[config.mk]
export PLATFORM = sky130hd
export DESIGN_NAME = fft_frame_sched
export DESIGN_NICKNAME = d
export VERILOG_FILES = /design/src/rtl/fft_frame_sched.sv
export SDC_FILE = /design/constraint.sdc
export NUM_CORES = 1
export LEC_CHECK = 0
export ABC_AREA = 1
export BUFFER_PORTS_ARGS = -buffer_cell sky130_fd_sc_hd__buf_2
export CAP_MARGIN = 15
export CORE_MARGIN = 2
export CORE_UTILIZATION = 60
export CTS_CLUSTER_DIAMETER = 50
export DETAILED_ROUTE_END_ITERATION = 6
export PLACE_DENSITY = 0.85
export SLEW_MARGIN = 40
export SYNTH_ARGS = -nofsm -noshare
export SYNTH_HDL_FRONTEND = slang
export SYNTH_SLANG_ARGS = --single-unit
[constraint.sdc]
create_clock -name clk -period 8.5 [get_ports clk]
set_input_delay 1.7 -clock clk [delete_from_list [all_inputs] [get_ports clk]]
set_output_delay 1.7 -clock clk [all_outputs]
set_load 0.01 [all_outputs]
[src/rtl/fft_frame_sched.sv]
`default_nettype none
// +----------------------------------------------------------------------------+
// | Module   : fft_frame_sched                                                 |
// | Purpose  : Frame scheduler in front of fft_multipoint. Accepts a           |
// |            valid/ready sample stream with a per-frame size code, latches  |
// |            the size at frame start, and feeds the FFT one sample per      |
// |            cycle with no stalls. The next frame is held off until the     |
// |            frame window (3N/2 - 1 + GAP cycles) has elapsed. A 2-entry    |
// |            queue of in-flight size codes lets an output monitor count     |
// |            fft_vout beats and flag completed frames.                      |
// | Ports    : clk, rst_n (async, active low)                                 |
// |            cfg_np, s_valid/s_ready/s_sop/s_re/s_im : input sample stream  |
// |            fft_np/fft_sop/fft_stb/fft_re/fft_im    : FFT drive (registered)|
// |            fft_vout                                : FFT output valid     |
// |            frm_done/done_np                        : frame completion     |
// |            busy, err_sop/err_unf/err_np            : status, sticky errors|
// |            frm_cnt/unf_cnt (FFT_SCHED_STATS_EN)     : statistics counters  |
// | Options  : `define FFT_SCHED_STATS_EN adds frm_cnt and unf_cnt outputs.    |
// | Revision : 1.0 - initial release                                          |
// +----------------------------------------------------------------------------+
module fft_frame_sched #(
  parameter int DW  = 16,
  parameter int GAP = 0
) (
  input  logic          clk,
  input  logic          rst_n,
  input  logic [3:0]    cfg_np,
  input  logic          s_valid,
  output logic          s_ready,
  input  logic          s_sop,
  input  logic [DW-1:0] s_re,
  input  logic [DW-1:0] s_im,
  output logic [3:0]    fft_np,
  output logic          fft_sop,
  output logic          fft_stb,
  output logic [DW-1:0] fft_re,
  output logic [DW-1:0] fft_im,
  input  logic          fft_vout,
  output logic          frm_done,
  output logic [3:0]    done_np,
  output logic          busy,
  output logic          err_sop,
  output logic          err_unf,
  output logic          err_np
`ifdef FFT_SCHED_STATS_EN
  ,
  output logic [15:0]   frm_cnt,
  output logic [15:0]   unf_cnt
`endif
);

  localparam logic [11:0] c_gap    = 12'(GAP);
  localparam logic [3:0]  c_np_max = 4'd8;

  typedef enum logic [1:0] {
    S_IDLE  = 2'd0,
    S_LOAD  = 2'd1,
    S_DRAIN = 2'd2
  } state_t;

  state_t      r_state;
  logic [11:0] r_cyc;

  // size-code queue (2 entries) and output monitor
  logic [3:0]  r_q [2];
  logic        r_wr;
  logic        r_rd;
  logic [1:0]  r_qcnt;
  logic [11:0] r_mon_cnt;

  logic        w_q_full;
  logic        w_q_empty;
  logic        w_beat;
  logic        w_accept;
  logic [3:0]  w_np_in;
  logic [11:0] w_n;
  logic [11:0] w_end;
  logic [3:0]  w_head;
  logic [11:0] w_head_n;
  logic        w_pop;
  logic        w_set_sop;
  logic        w_set_unf;
  logic        w_set_np;

  assign w_q_full  = (r_qcnt == 2'd2);
  assign w_q_empty = (r_qcnt == 2'd0);

  // Ready is held low while in reset so every output reads 0 there.
  assign s_ready = rst_n &&
                   ((r_state == S_LOAD) || ((r_state == S_IDLE) && !w_q_full));

  assign w_beat   = s_valid && s_ready;
  assign w_accept = (r_state == S_IDLE) && w_beat && s_sop;
  assign w_np_in  = (cfg_np > c_np_max) ? 4'd0 : cfg_np;

  // Frame length and window end for the latched size code.
  assign w_n   = 12'd8 << fft_np;
  assign w_end = w_n + (w_n >> 1) - 12'd1 + c_gap;

  assign busy = (r_state != S_IDLE);

  // Error sources, merged into one sticky-flag register below.
  assign w_set_sop = ((r_state == S_IDLE) && w_beat && !s_sop) ||
                     ((r_state == S_LOAD) && s_valid && s_sop) ||
                     (fft_vout && w_q_empty);
  assign w_set_unf = (r_state == S_LOAD) && !s_valid;
  assign w_set_np  = w_accept && (cfg_np > c_np_max);

  // --------------------------------------------------------------------------
  // Input FSM and registered FFT drive
  // --------------------------------------------------------------------------
  always_ff @(posedge clk or negedge rst_n) begin
    if (!rst_n) begin
      r_state <= S_IDLE;
      r_cyc   <= 12'd0;
      fft_np  <= 4'd0;
      fft_sop <= 1'b0;
      fft_stb <= 1'b0;
      fft_re  <= '0;
      fft_im  <= '0;
    end else begin
      fft_sop <= 1'b0;
      fft_stb <= 1'b0;
      fft_re  <= '0;
      fft_im  <= '0;
      case (r_state)
        S_IDLE: begin
          if (w_accept) begin
            fft_np  <= w_np_in;
            fft_sop <= 1'b1;
            fft_stb <= 1'b1;
            fft_re  <= s_re;
            fft_im  <= s_im;
            r_cyc   <= 12'd1;
            r_state <= S_LOAD;
          end
        end
        S_LOAD: begin
          // One sample every cycle; a missing input beat becomes a zero
          // sample so the FFT cadence is never broken.
          fft_stb <= 1'b1;
          if (s_valid) begin
            fft_re <= s_re;
            fft_im <= s_im;
          end
          r_cyc <= r_cyc + 12'd1;
          if (r_cyc == w_n - 12'd1) begin
            r_state <= S_DRAIN;
          end
        end
        S_DRAIN: begin
          // Return to IDLE in the cycle the count would reach the window
          // end, so that cycle can already accept the next frame's sop.
          if (r_cyc + 12'd1 == w_end) begin
            r_cyc   <= 12'd0;
            r_state <= S_IDLE;
          end else begin
            r_cyc <= r_cyc + 12'd1;
          end
        end
        default: begin
          r_cyc   <= 12'd0;
          r_state <= S_IDLE;
        end
      endcase
    end
  end

  // --------------------------------------------------------------------------
  // Size-code queue and output monitor
  // --------------------------------------------------------------------------
  assign w_head   = r_q[r_rd];
  assign w_head_n = 12'd8 << w_head;
  assign w_pop    = fft_vout && !w_q_empty && (r_mon_cnt == w_head_n - 12'd1);

  // Completion is flagged combinationally on the last output beat itself.
  assign frm_done = w_pop;
  assign done_np  = w_pop ? w_head : 4'd0;

  always_ff @(posedge clk or negedge rst_n) begin
    if (!rst_n) begin
      r_q[0]    <= 4'd0;
      r_q[1]    <= 4'd0;
      r_wr      <= 1'b0;
      r_rd      <= 1'b0;
      r_qcnt    <= 2'd0;
      r_mon_cnt <= 12'd0;
    end else begin
      if (w_accept) begin
        r_q[r_wr] <= w_np_in;
        r_wr      <= ~r_wr;
      end
      if (w_pop) begin
        r_rd <= ~r_rd;
      end
      case ({w_accept, w_pop})
        2'b10:   r_qcnt <= r_qcnt + 2'd1;
        2'b01:   r_qcnt <= r_qcnt - 2'd1;
        default: r_qcnt <= r_qcnt;
      endcase
      if (fft_vout && !w_q_empty) begin
        r_mon_cnt <= w_pop ? 12'd0 : r_mon_cnt + 12'd1;
      end
    end
  end

  // --------------------------------------------------------------------------
  // Sticky error flags
  // --------------------------------------------------------------------------
  always_ff @(posedge clk or negedge rst_n) begin
    if (!rst_n) begin
      err_sop <= 1'b0;
      err_unf <= 1'b0;
      err_np  <= 1'b0;
    end else begin
      if (w_set_sop) err_sop <= 1'b1;
      if (w_set_unf) err_unf <= 1'b1;
      if (w_set_np)  err_np  <= 1'b1;
    end
  end

`ifdef FFT_SCHED_STATS_EN
  // frm_cnt wraps naturally; unf_cnt saturates.
  always_ff @(posedge clk or negedge rst_n) begin
    if (!rst_n) begin
      frm_cnt <= 16'd0;
      unf_cnt <= 16'd0;
    end else begin
      if (w_pop) frm_cnt <= frm_cnt + 16'd1;
      if (w_set_unf && (unf_cnt != 16'hFFFF)) unf_cnt <= unf_cnt + 16'd1;
    end
  end
`endif

endmodule
`default_nettype wire

# Yosys cells after proc, flatten, opt, wreduce, memory -nomap -nowiden
# Index checks and enable logic that the tools add are counted.
[word_totals]
input_bits = 41
regBits = 79
word_cells = 98
[op_classes]
muxes = 26
eq_ne = 11
order_cmp = 4
n_addsub = 8
bitwise_logic = 4
reduce_logical = 27
n_shift = 2
[op_table]
columns = ["operator", "count"]
rows = [
  ["$mux 16", 4],
  ["$pmux 16 s2", 2],
  ["$eq 12x12->1", 3],
  ["$mux 12", 3],
  ["$pmux 12 s3", 1],
  ["$sub 12x1->12 const B", 3],
  ["$add 12x1->12 const B", 2],
  ["$mux 4", 6],
  ["$shl 4x4->12 const A", 2],
  ["$logic_and 1x1->1", 14],
  ["$add 12x11->12", 1],
  ["$bwmux 8", 1],
  ["$eq 2x2->1 const B", 3],
  ["$mux 2", 3],
  ["$pmux 2 s3", 1],
  ["$demux 4 s1", 1],
  ["$eq 2x1->1 const B", 2],
  ["$ge 2x2->1 const B", 2],
  ["$gt 4x4->1 const B", 1],
  ["$logic_not 1->1", 4],
  ["$logic_not 2->1", 2],
  ["$ne 2x2->1 const B", 2],
  ["$not 1->2", 2],
  ["$pmux 2 s2", 1],
  ["other kinds (11)", 16],
]

# Logic depth before layout (Yosys ltp)
# Gate-level depths: netlist of the first run.
[logic_depth]
ltp_word = 10
ltp_mapped = 25
depth_no_buf = 24

# Worst setup path after synthesis of the first run
# Ideal clock, no wire load.
[synth_timing]
kind = "in2out"
startpoint = "in fft_vout"
endpoint = "out done_np[0]"
arrival_ns = 2.917
path_stages = 10
n_path_buf = 0
setup_slack_ns = 3.883
path_cell_list = "inv_1 -> a21oi_2 -> o2111ai_1 -> nor3_1 -> nand3_1 -> nor2_1 -> nand3b_1 -> nor2_4 -> inv_2 -> nor2_2"
[synth_via]
elab_chain_len = 3
[synth_lines]
columns = ["element", "line", "text"]
rows = [
  ["start, declared", "38", "input logic fft_vout,"],
  ["$logic_and 1x1->1 (2 in series)", "174", "assign w_pop = fft_vout && !w_q_empty && (r_mon_cnt == w_head_n - 12'd1);"],
  ["named net frm_done", "39", "output logic frm_done,"],
  ["$mux 4", "178", "assign done_np = w_pop ? w_head : 4'd0;"],
  ["end, declared", "40", "output logic [3:0] done_np,"],
]
# The timed path passes the listed nets, and every way through them passes these cells.

# Worst setup path in the final report of the first run
[layout_timing]
startpoint = "reg r_rd"
endpoint = "out done_np[1]"
[layout_via]
elab_chain_len = 9
[layout_lines]
columns = ["element", "line", "text"]
rows = [
  ["start, declared", "67", "logic r_rd;"],
  ["start signal, assigned", "194", "r_rd <= ~r_rd;"],
  ["$not 1->2 (not written as such) (*)", "172", "assign w_head = r_q[r_rd];"],
  ["$mux 4 (not written as such) (*) (3 in series)", "172", ""],
  ["$shl 4x4->12", "173", "assign w_head_n = 12'd8 << w_head;"],
  ["$sub 12x1->12", "174", ""],
  ["$eq 12x12->1", "174", ""],
  ["$logic_and 1x1->1", "174", ""],
  ["$mux 4 (*)", "178", ""],
]
# Every way passes the cells marked *; elsewhere a longest branch is shown, timed or not. The select of a mux whose other input is x is not followed.

==> metrics.md, run 1 <==
| Metric | Value |
|---|---|
| Final WS setup | 3.405 ns |
| Vias per cell | 5.103 |
| Pwr dens | 154.4 nW/um^2 |
| Inserted Clock Buffers | 9 |
| Post-route ant nets | 0 |
| Rows | 32 |
| Antenna violations before repair | 0 |
| Number of remaining DRC errors | 0 |
| Fin crit period | 5.095 ns |
| Final net count | 786 |
| Initial core utilization | 61.62% |
| Sink Count | 79 |
| Worst Skew | 0.009703 ns |
| Setup_tns | 0 ns |
| Worst slack, placed | 3.439 ns |
| Post-cts sizing count | 0 |
| Worst Hold Launch | err_np$_DFFE_PN0P_ |
| Hpwl dp | 8.131 mm |
| Hold Crit Class | reg -> reg |
| Post-CTS setup buffer count | 0 |
| RSZ-0062 raised after global routing | false |
| Reg-to-reg startpoint | r_rd$_DFFE_PN0N_ |
| Post-Syn Area | 4737 um^2 |
| Die width | 92.86 um |
| Worst slew pin tran | 0.7007 ns |
| I/O Buffers | 88 |
| Global-route wire length before repair | 18.77 mm |
| Area grow syn2layout | 15.66% |
| ANT cells | 0 |
| Syn Nets | 694 |
| Drt total wl | 10.90 mm |
| Avg Cell Area, Syn | 7.472 um^2 |
| Slew Viols, Final | 0 |
| Crit share post-route | 59.94% |
| Critical Path Start | r_rd$_DFFE_PN0N_ |
| Netlist cell types | 37 |
| H-tree depth | 3 |
| Post-synth EDFFs | 0 |
| Final Non-Filler Cells | 833 |
| Most frequent cell after synthesis | nand2_1 |
| Result of the run | complete, no violations |
| Peak VDD IR | 0.0001516 V |
| Multiplexer share of the synthesized area | 0.7132% |
| Finish-stage setup viols | 0 |
| Highest clock rate | 0.1963 GHz |
| Largest cells by area after synthesis | dfrtp_1 42%, nand2_1 11%, inv_1 9.5% |
| Core Area | 7687 um^2 |
| Arr. time, crit path | 3.39 ns |
| Seq/Total Area, Yosys | 41.73% |
| Final hold violations | 0 |
| Synth Area in Compound Gates | 7.422% |
| Post-CTS Hold Fix Bufs | 0 |
| Post-Synth Simple-Gate Area | 28.98% |
| Grt ovf | 0 |
| Flops & latches, synth | 79 |
| Commonest cells in the netlist | 140 x nand2_1, 120 x inv_1, 79 x dfrtp_1, 79 x nor2_1, 51 x nand3_1 |
| Largest net degree at the start of global routing | 81 |
| Yosys top cell area share | 41.73% |
| CP endpoint kind | output pin |
| GRT Overall Usage | 27.16% |
| Reg clk slew, reported paths | 0.09 ns |
| Root buffer cell | clkbuf_8 |
| Clk_lat worst skew | 0.36 ns |
| Initial drt markers | 209 |
| Critical path startpoint category | register |
| Critical Path RT | 6.80 ns |
| Synth warnings | 0 |
| Post-synthesis xor/xnor area fraction | 5.177% |
| Max_slew headroom | 53.28% |
| Crit Path Max Fanout | 11 |
| IO Pins | 89 |
| Gp weighted congestion | 0.9150 |
| Via count | 4251 |
| Layout cells sized above 1 | 20.11% |
| Cells after synthesis | 634 |
| Max cap viols | 0 |
| Post-Synth Adder-Cell Area | 5.018% |
| CTS tree | built |
| Main flop type after synthesis | dfrtp_1 |
| Clock Tree Buf Depth | 2 |
| Pre-antenna DRT Iters | 4 |
| Die height | 92.86 um |
| Largest family of logic cells by synthesized area | simple AND/OR/NAND/NOR gates |
| Vias in the first global route | 4259 |
| Post-placement cell count | 817 |
| Static Leak | 3.298 nW |
| Async set or reset register ratio after synthesis | 100.0% |
| Yosys top cell by area | dfrtp_1 |
| Total Die Area | 8622 um^2 |
| Avg WL per Cell | 13.09 um |
| Setup Crit Path Kind | reg -> out |
## cells in the final DEF, fill, tap and decap left out, drive strengths merged, types with 12 or more instances in the layout
cell type  synthesis  routed
nand3             51      51
inv              127     131
nor2              90      90
ha                19      19
nand2            149     149
o21ai             37      37
a21oi             12      12
xor2              22      22
dfrtp             79      79
buf                3      88
## sequential cells by signal, summed over array words and instances, names as in the netlist
signal / flops
fft_stb: 1
r_cyc: 12
r_state: 2
err_np: 1
r_rd: 1
fft_im: 16
fft_np: 4
r_mon_cnt: 12
r_qcnt: 2
fft_re: 16
fft_sop: 1
err_sop: 1
err_unf: 1
r_wr: 1
r_q: 8
## critical path, cell delays in order (launching register included)
cell	delay (ns)
dfrtp_1	0.70
o21ai_2	0.18
nor2_2	0.22
nand2_1	0.11
ha_1	0.32
a21oi_1	0.15
o2111ai_1	0.12
nor3_1	0.23
nand3_1	0.12
nor2_1	0.13
nand3b_1	0.14
nor2_4	0.28
inv_2	0.11
nor2_2	0.09
buf_2	0.13
## path summary, 6_finish.rpt
| check | end | slack, ns | cells past startpoint |
|---|---|---|---|
| hold reg to reg | err_np$_DFFE_PN0P_ | 0.47 | 1 |
| setup reg to reg | r_qcnt[1]$_DFFE_PN0P_ | 4.93 | 15 |
| min in group asynchronous | r_mon_cnt[10]$_DFFE_PN0P_ | 1.35 | 1 |
| hold / removal | err_np$_DFFE_PN0P_ | 0.47 | 1 |
| max in group asynchronous | fft_re[9]$_DFF_PN0_ | 6.67 | 1 |
| setup / recovery | done_np[1] | 3.41 | 14 |
## per-stage QoR
stage	power (mW)	hold slack, ns	utilization, %	cell area, um^2
floorplan	0.5132	0.4754	-	4737
global placement	0.5441	0.4340	68.49	5265
detailed placement	0.5532	0.4606	68.54	5269
CTS	0.8530	0.4799	71.27	5479
global route	0.8921	0.4897	71.27	5479
finish	0.8462	0.4676	71.27	5479
## per-layer routing
metal	GRT usage, %	wire length, um	part of all wire, %
met3	4.963	640	5.9
met2	47.04	5469	50
met1	33.78	4530	42
met5	0	0	0
met4	10.29	263	2.4
## power breakdown
group	switching [mW]	total (mW)	internal (mW)
clock	0.156	0.298	0.142
combinational	0.0761	0.123	0.0471
sequential	0.0264	0.425	0.399
total	0.258	0.846	0.588
## kinds of logic (layout without fill, tap and decap cells)
family,Yosys count,count (layout)
compound gates,57,57
xor+xnor,28,28
fa+ha+maj,19,19
buf+inv,134,231
flops,79,79
mux,3,3
simple gates,314,314
## area by class of cell
class / instances / area [um^2]
clock buffers: 9 / 123.9
clock inverters: 7 / 86.33
fillers: 607 / 2208
inverters: 127 / 476.7
multi-input cells: 421 / 2241
flip-flops and latches: 79 / 1977
well taps: 102 / 127.6
repair buffers: 88 / 446.7
No activity file was read; power rests on OpenSTA's default activity.
==> inputs of run 2 (changes only) <==
CORE_UTILIZATION = 56   (was 60)
PLACE_DENSITY = 0.8   (was 0.85)
clock period = 4.9 ns   (was 8.5 ns; I/O delays follow)
==> metrics.md, run 2 (synthesized netlist as in run 1, its figures left out) <==
| Metric | Value |
|---|---|
| Result of the run | complete, no violations |
| Inserted Clock Buffers | 9 (unchanged) |
| IO Pins | 89 (unchanged) |
| Avg WL per Cell | 12.24 um (-6.5%) |
| CP endpoint kind | output pin |
| CTS tree | built |
| Reg-to-reg endpoint | r_cyc[3]$_DFFE_PN0P_ |
| Worst Skew | 0.01431 ns (+0.004603 ns) |
| Peak VDD IR | 0.0001827 V (+21%) |
| Pre-antenna DRT Iters | 4 (unchanged) |
| Worst slack, placed | 1.047 ns (-2.391 ns) |
| Slew Viols, Final | 0 (unchanged) |
| Post-route ant nets | 0 (unchanged) |
| Worst hold slack | 0.4529 ns (-0.01478 ns) |
| Core Area | 8217 um^2 (+6.9%) |
| Worst setup path end | done_np[0] |
| Setup_tns | 0 ns (unchanged) |
| Commonest non-fill, non-tap cell in the layout | nand2_1 |
| Critical Path RT | 3.92 ns (-2.88 ns) |
| Global-route wire length before repair | 16.71 mm (-11%) |
| R2r setup slk | 1.38 ns (-3.55 ns) |
| Max cap viols | 0 (unchanged) |
| Fin util | 66.65% (-4.6 points) |
| Most frequent cells in the layout | 140 x nand2_1, 119 x inv_1, 87 x buf_2, 79 x nor2_1, 79 x dfrtp_1 |
| Reg-to-reg startpoint | fft_np[3]$_DFFE_PN0P_ |
| Final net count | 787 (+0.13%) |
| Worst slew pin tran | 0.6316 ns (-0.06914 ns) |
| Clock Tree Buf Depth | 2 (unchanged) |
| H-tree depth | 3 (unchanged) |
| Critical Path Start | r_rd$_DFFE_PN0N_ |
| Setup Crit Path Kind | reg -> out |
| Vias per cell | 4.957 (-2.9%) |
| Static Leak | 3.296 nW (about the same) |
| Highest clock rate | 0.2349 GHz |
| Hpwl dp | 7.956 mm (-2.1%) |
| Layout cells sized above 1 | 20.22% (+0.11 points) |
| Met2 usage | 39.22% (-7.8 points) |
| Biggest regs | fft_im x16, fft_re x16 |
| Total Die Area | 9210 um^2 (+6.8%) |
| R2R depth | 21 (+6) |
| Via count | 4149 (-2.4%) |
| Met1 GRT Util | 30.25% (-3.5 points) |
| Initial drt markers | 153 (-27%) |
| Pwr dens | 258.7 nW/um^2 (+67%) |
| Antenna violations before repair | 0 (unchanged) |
| GRT met3 Usage | 5.717% (+0.75 points) |
| Reg clk slew, reported paths | 0.09 ns (about the same) |
| Largest net degree at the start of global routing | 72 (-11%) |
| Max_slew headroom | 57.51% (+4.2 points) |
| RSZ-0062 raised after global routing | false |
| Grt peak-use layer | met2 |
| Fin crit period | 4.257 ns |
| Final hold violations | 0 (unchanged) |
| Clk_lat worst skew | 0.35 ns (about the same) |
| ANT cells | 0 (unchanged) |
| Final WS setup | 0.6432 ns (-2.762 ns) |
| Finish-stage setup viols | 0 (unchanged) |
| I/O Buffers | 88 (unchanged) |
| Crit Path Max Fanout | 11 (unchanged) |
| Post-cts sizing count | 0 (unchanged) |
| Drt total wl | 10.24 mm (-6.1%) |
| Sink Count | 79 (unchanged) |
| Crit share post-route | 86.87% |
| Hold Crit Class | in -> async |
| Grt ovf | 0 (unchanged) |
| Die height | 95.97 um (+3.4%) |
| Gp weighted congestion | 0.8932 (-2.4%) |
| Rows | 33 (+3.1%) |
| Post-CTS setup buffer count | 0 (unchanged) |
| Die width | 95.97 um (+3.4%) |
| Post-CTS Hold Fix Bufs | 0 (unchanged) |
| Root buffer cell | clkbuf_8 |
| Arr. time, crit path | 3.28 ns (-0.11 ns) |
| Vias in the first global route | 3815 (-10%) |
| Area grow syn2layout | 15.61% (about the same) |
| Critical path startpoint category | register |
| Initial core utilization | 57.65% (-4.0 points) |
| GRT Overall Usage | 23.09% (-4.1 points) |
| Number of remaining DRC errors | 0 (unchanged) |
[run 2: area by class of cell]
cell class / count / area (um^2)
clock inverter: 7 / 72.57
multi-input combinational: 421 / 2241
inverter: 127 / 476.7
fill: 674 / 2740
sequential: 79 / 1977
timing repair buffer: 89 / 454.2
tap: 105 / 131.4
clock buffer: 9 / 123.9
[run 2: how the worst min path moves through the flow]
stage | from | endpoint | slack, ns | cells after the start
after floorplan | r_mon_cnt[1]$_DFFE_PN0P_ | r_mon_cnt[1]$_DFFE_PN0P_ | 0.48 | 2
after global placement | err_np$_DFFE_PN0P_ | err_np$_DFFE_PN0P_ | 0.43 | 1
after detailed placement | err_np$_DFFE_PN0P_ | err_np$_DFFE_PN0P_ | 0.46 | 1
after CTS | rst_n | r_cyc[11]$_DFFE_PN0P_ | 0.44 | 1
after global routing | rst_n | r_cyc[11]$_DFFE_PN0P_ | 0.44 | 1
final | rst_n | r_cyc[11]$_DFFE_PN0P_ | 0.45 | 1
[run 2: layer usage]
metal	part of all wire, %	vias up	wire length (um)
met5	0	-	0
met4	0.93	0	95
met2	48	107	4966
li1	-	2143	-
met3	5.9	13	606
met1	45	1886	4572
[run 2: critical path, cell delays in order (launching register included)]
cell       delay, ns
dfrtp_1         0.69
o21ai_2         0.18
nor2_2          0.21
nand2_1         0.10
ha_1            0.31
a21oi_1         0.14
o2111ai_1       0.11
nor3_1          0.23
nand3_1         0.11
nor2_1          0.11
nand3b_1        0.13
nor2_4          0.26
inv_2           0.11
nor2_2          0.09
buf_2           0.13
[run 2: metrics by stage]
stage               area (um^2)  total power [mW]  std cells
CTS                        5477             1.428        837
finish                     5477             1.417        837
global placement           5276            0.9472        821
global route               5477             1.499        837
floorplan                  4737            0.8903        634
detailed placement         5280            0.9563        821
[run 2: power breakdown]
part,switching (mW),internal [mW]
Clock,0.272,0.201
Sequential,0.0437,0.692
Combinational,0.126,0.0822
Total,0.442,0.974
==> inputs of run 3 (changes only) <==
BUFFER_PORTS_ARGS = -buffer_cell sky130_fd_sc_hd__buf_4   (was -buffer_cell sky130_fd_sc_hd__buf_2)
CAP_MARGIN = not set   (was 15)
==> metrics.md, run 3 (synthesized netlist as in run 1, its figures left out) <==
| Metric | Value |
|---|---|
| Final net count | 787 (unchanged) |
| Hold Crit Class | in -> async |
| Layout cells sized above 1 | 20.22% (unchanged) |
| IO Pins | 89 (unchanged) |
| Post-route cell area | 5697 um^2 (+4.0%) |
| CTS tree | built |
| Highest clock rate | 0.2340 GHz (-0.41%) |
| Number of remaining DRC errors | 0 (unchanged) |
| Avg WL per Cell | 12.53 um (+2.4%) |
| Post-route ant nets | 0 (unchanged) |
| Slew Viols, Final | 0 (unchanged) |
| Fin crit period | 4.274 ns (+0.01735 ns) |
| Drt total wl | 10.49 mm (+2.4%) |
| Crit Path Max Fanout | 11 (unchanged) |
| Critical Path Start | r_rd$_DFFE_PN0N_ |
| Antenna violations before repair | 0 (unchanged) |
| Post-CTS Hold Fix Bufs | 0 (unchanged) |
| Die height | 95.97 um (unchanged) |
| Via count | 4309 (+3.9%) |
| Clk_lat worst skew | 0.37 ns (+0.02 ns) |
| Clock Tree Buf Depth | 2 (unchanged) |
| Post-CTS setup buffer count | 0 (unchanged) |
| Pwr dens | 252.7 nW/um^2 (-2.3%) |
| Final hold violations | 0 (unchanged) |
| Core Area | 8217 um^2 (unchanged) |
| Total of fill cells in the finished design | 655 (-2.8%) |
| Critical Path RT | 3.92 ns (about the same) |
| CP endpoint kind | output pin |
| Max_slew headroom | 54.22% (-3.3 points) |
| ANT cells | 0 (unchanged) |
| Setup_tns | 0 ns (unchanged) |
| H-tree depth | 3 (unchanged) |
| Total Die Area | 9210 um^2 (unchanged) |
| Post-cts sizing count | 0 (unchanged) |
| Most used cell, CP | nor2_2 |
| Global-route wire length before repair | 17.51 mm (+4.8%) |
| Peak VDD IR | 0.0001704 V (-6.8%) |
| Reg clk slew, reported paths | 0.09 ns (about the same) |
| Worst Skew | 0.009422 ns (-0.004884 ns) |
| Multi-input logic area | 2241 um^2 (unchanged) |
| I/O Buffers | 88 (unchanged) |
| Pre-antenna DRT Iters | 5 (+1) |
| Sink Count | 79 (unchanged) |
| Crit share post-route | 87.23% (+0.35 points) |
| Overall power | 1.439 mW (+1.6%) |
| Arr. time, crit path | 3.29 ns (about the same) |
| Slowest cell on the critical path | dfrtp_1 |
| Area grow syn2layout | 20.26% |
| Inserted Clock Buffers | 9 (unchanged) |
| RSZ-0062 raised after global routing | false |
| Die width | 95.97 um (unchanged) |
| Initial drt markers | 257 (+68%) |
| Most frequent cells in the layout | 140 x nand2_1, 119 x inv_1, 88 x buf_4, 79 x nor2_1, 79 x dfrtp_1 |
| DP Area | 5498 um^2 (+4.1%) |
| Fin util | 69.33% (+2.7 points) |
| Result of the run | complete, no violations |
| Gp weighted congestion | 0.9077 (+1.6%) |
| Critical path startpoint category | register |
| Vias in the first global route | 4083 (+7.0%) |
| Setup Crit Path Kind | reg -> out |
| Worst slew pin tran | 0.6804 ns (+0.04880 ns) |
| Rows | 33 (unchanged) |
| Initial core utilization | 57.65% (unchanged) |
| Static Leak | 3.336 nW (+1.2%) |
| Root buffer cell | clkbuf_8 |
| FF+latch area | 1977 um^2 (unchanged) |
| Grt ovf | 0 (unchanged) |
| Cell chain of the critical path | o21ai_2 > nor2_2 > nand2_1 > ha_1 > a21oi_1 > o2111ai_1 > nor3_1 > nand3_1 > nor2_1 > nand3b_1 > nor2_4 > inv_2 > nor2_2 > buf_4 |
| Commonest non-fill, non-tap cell in the layout | nand2_1 |
| GRT Overall Usage | 24.25% (+1.2 points) |
| Finish-stage setup viols | 0 (unchanged) |
| Critical path's largest stage delay | 0.70 ns (about the same) |
| Biggest regs | fft_im x16, fft_re x16 |
| Largest net degree at the start of global routing | 75 (+4.2%) |
| Vias per cell | 5.148 (+3.9%) |
| Max cap viols | 0 (unchanged) |
| Reg-to-reg startpoint | fft_np[3]$_DFFE_PN0P_ |
| Hpwl dp | 8.176 mm (+2.8%) |
==> run 3: final timing paths <==
path,to,slack [ns],cells past startpoint
max,done_np[2],0.63,14
min reg2reg,err_np$_DFFE_PN0P_,0.46,1
min in group clk,err_np$_DFFE_PN0P_,0.46,1
min,r_mon_cnt[9]$_DFFE_PN0P_,0.43,1
max reg2reg,r_cyc[7]$_DFFE_PN0P_,1.35,21
max in group asynchronous,r_cyc[7]$_DFFE_PN0P_,3.65,2
==> run 3: where the power goes <==
group          total, mW  switching, mW  internal, mW
logic              0.220          0.128        0.0920
registers          0.735         0.0430         0.692
clock network      0.485          0.282         0.202
==> run 3: through the flow <==
step / hold WS (ns) / cells / setup WS [ns]
2_1_floorplan: 0.4754 / 634 / 1.533
3_3_place_gp: 0.4399 / 821 / 1.167
3_5_place_dp: 0.4466 / 821 / 1.038
4_1_cts: 0.4159 / 837 / 0.6254
5_1_grt: 0.4173 / 837 / 0.3352
6_report: 0.4280 / 837 / 0.6258
==> run 3: cell type report <==
class                   count  share of cell area, %
multi-input cells         421                  39.34
flip-flops and latches     79                  34.70
inverters                 127                  8.368
repair buffers             89                  11.79
well taps                 105                  2.306
clock inverters             7                  1.318
clock buffers               9                  2.174
==> run 3: per-layer routing <==
| metal | wire, um | vias to the layer above | share of wire [%] | global-route usage, % |
|---|---|---|---|---|
| met1 | 4465 | 2032 | 43 | 31.59 |
| met5 | 0 | - | 0 | 0 |
| met4 | 121 | 0 | 1.2 | 7.024 |
| met3 | 586 | 12 | 5.6 | 5.403 |
| met2 | 5316 | 122 | 51 | 40.68 |
| li1 | - | 2143 | - | - |
==> run 3: worst max-delay path, delay by kind of cell, from the launching register on <==
kind,cells,cell delay (ns)
simple gates,8,1.23
buf+inv,2,0.23
compound gates,3,0.45
fa+ha+maj,1,0.31
flops,1,0.70
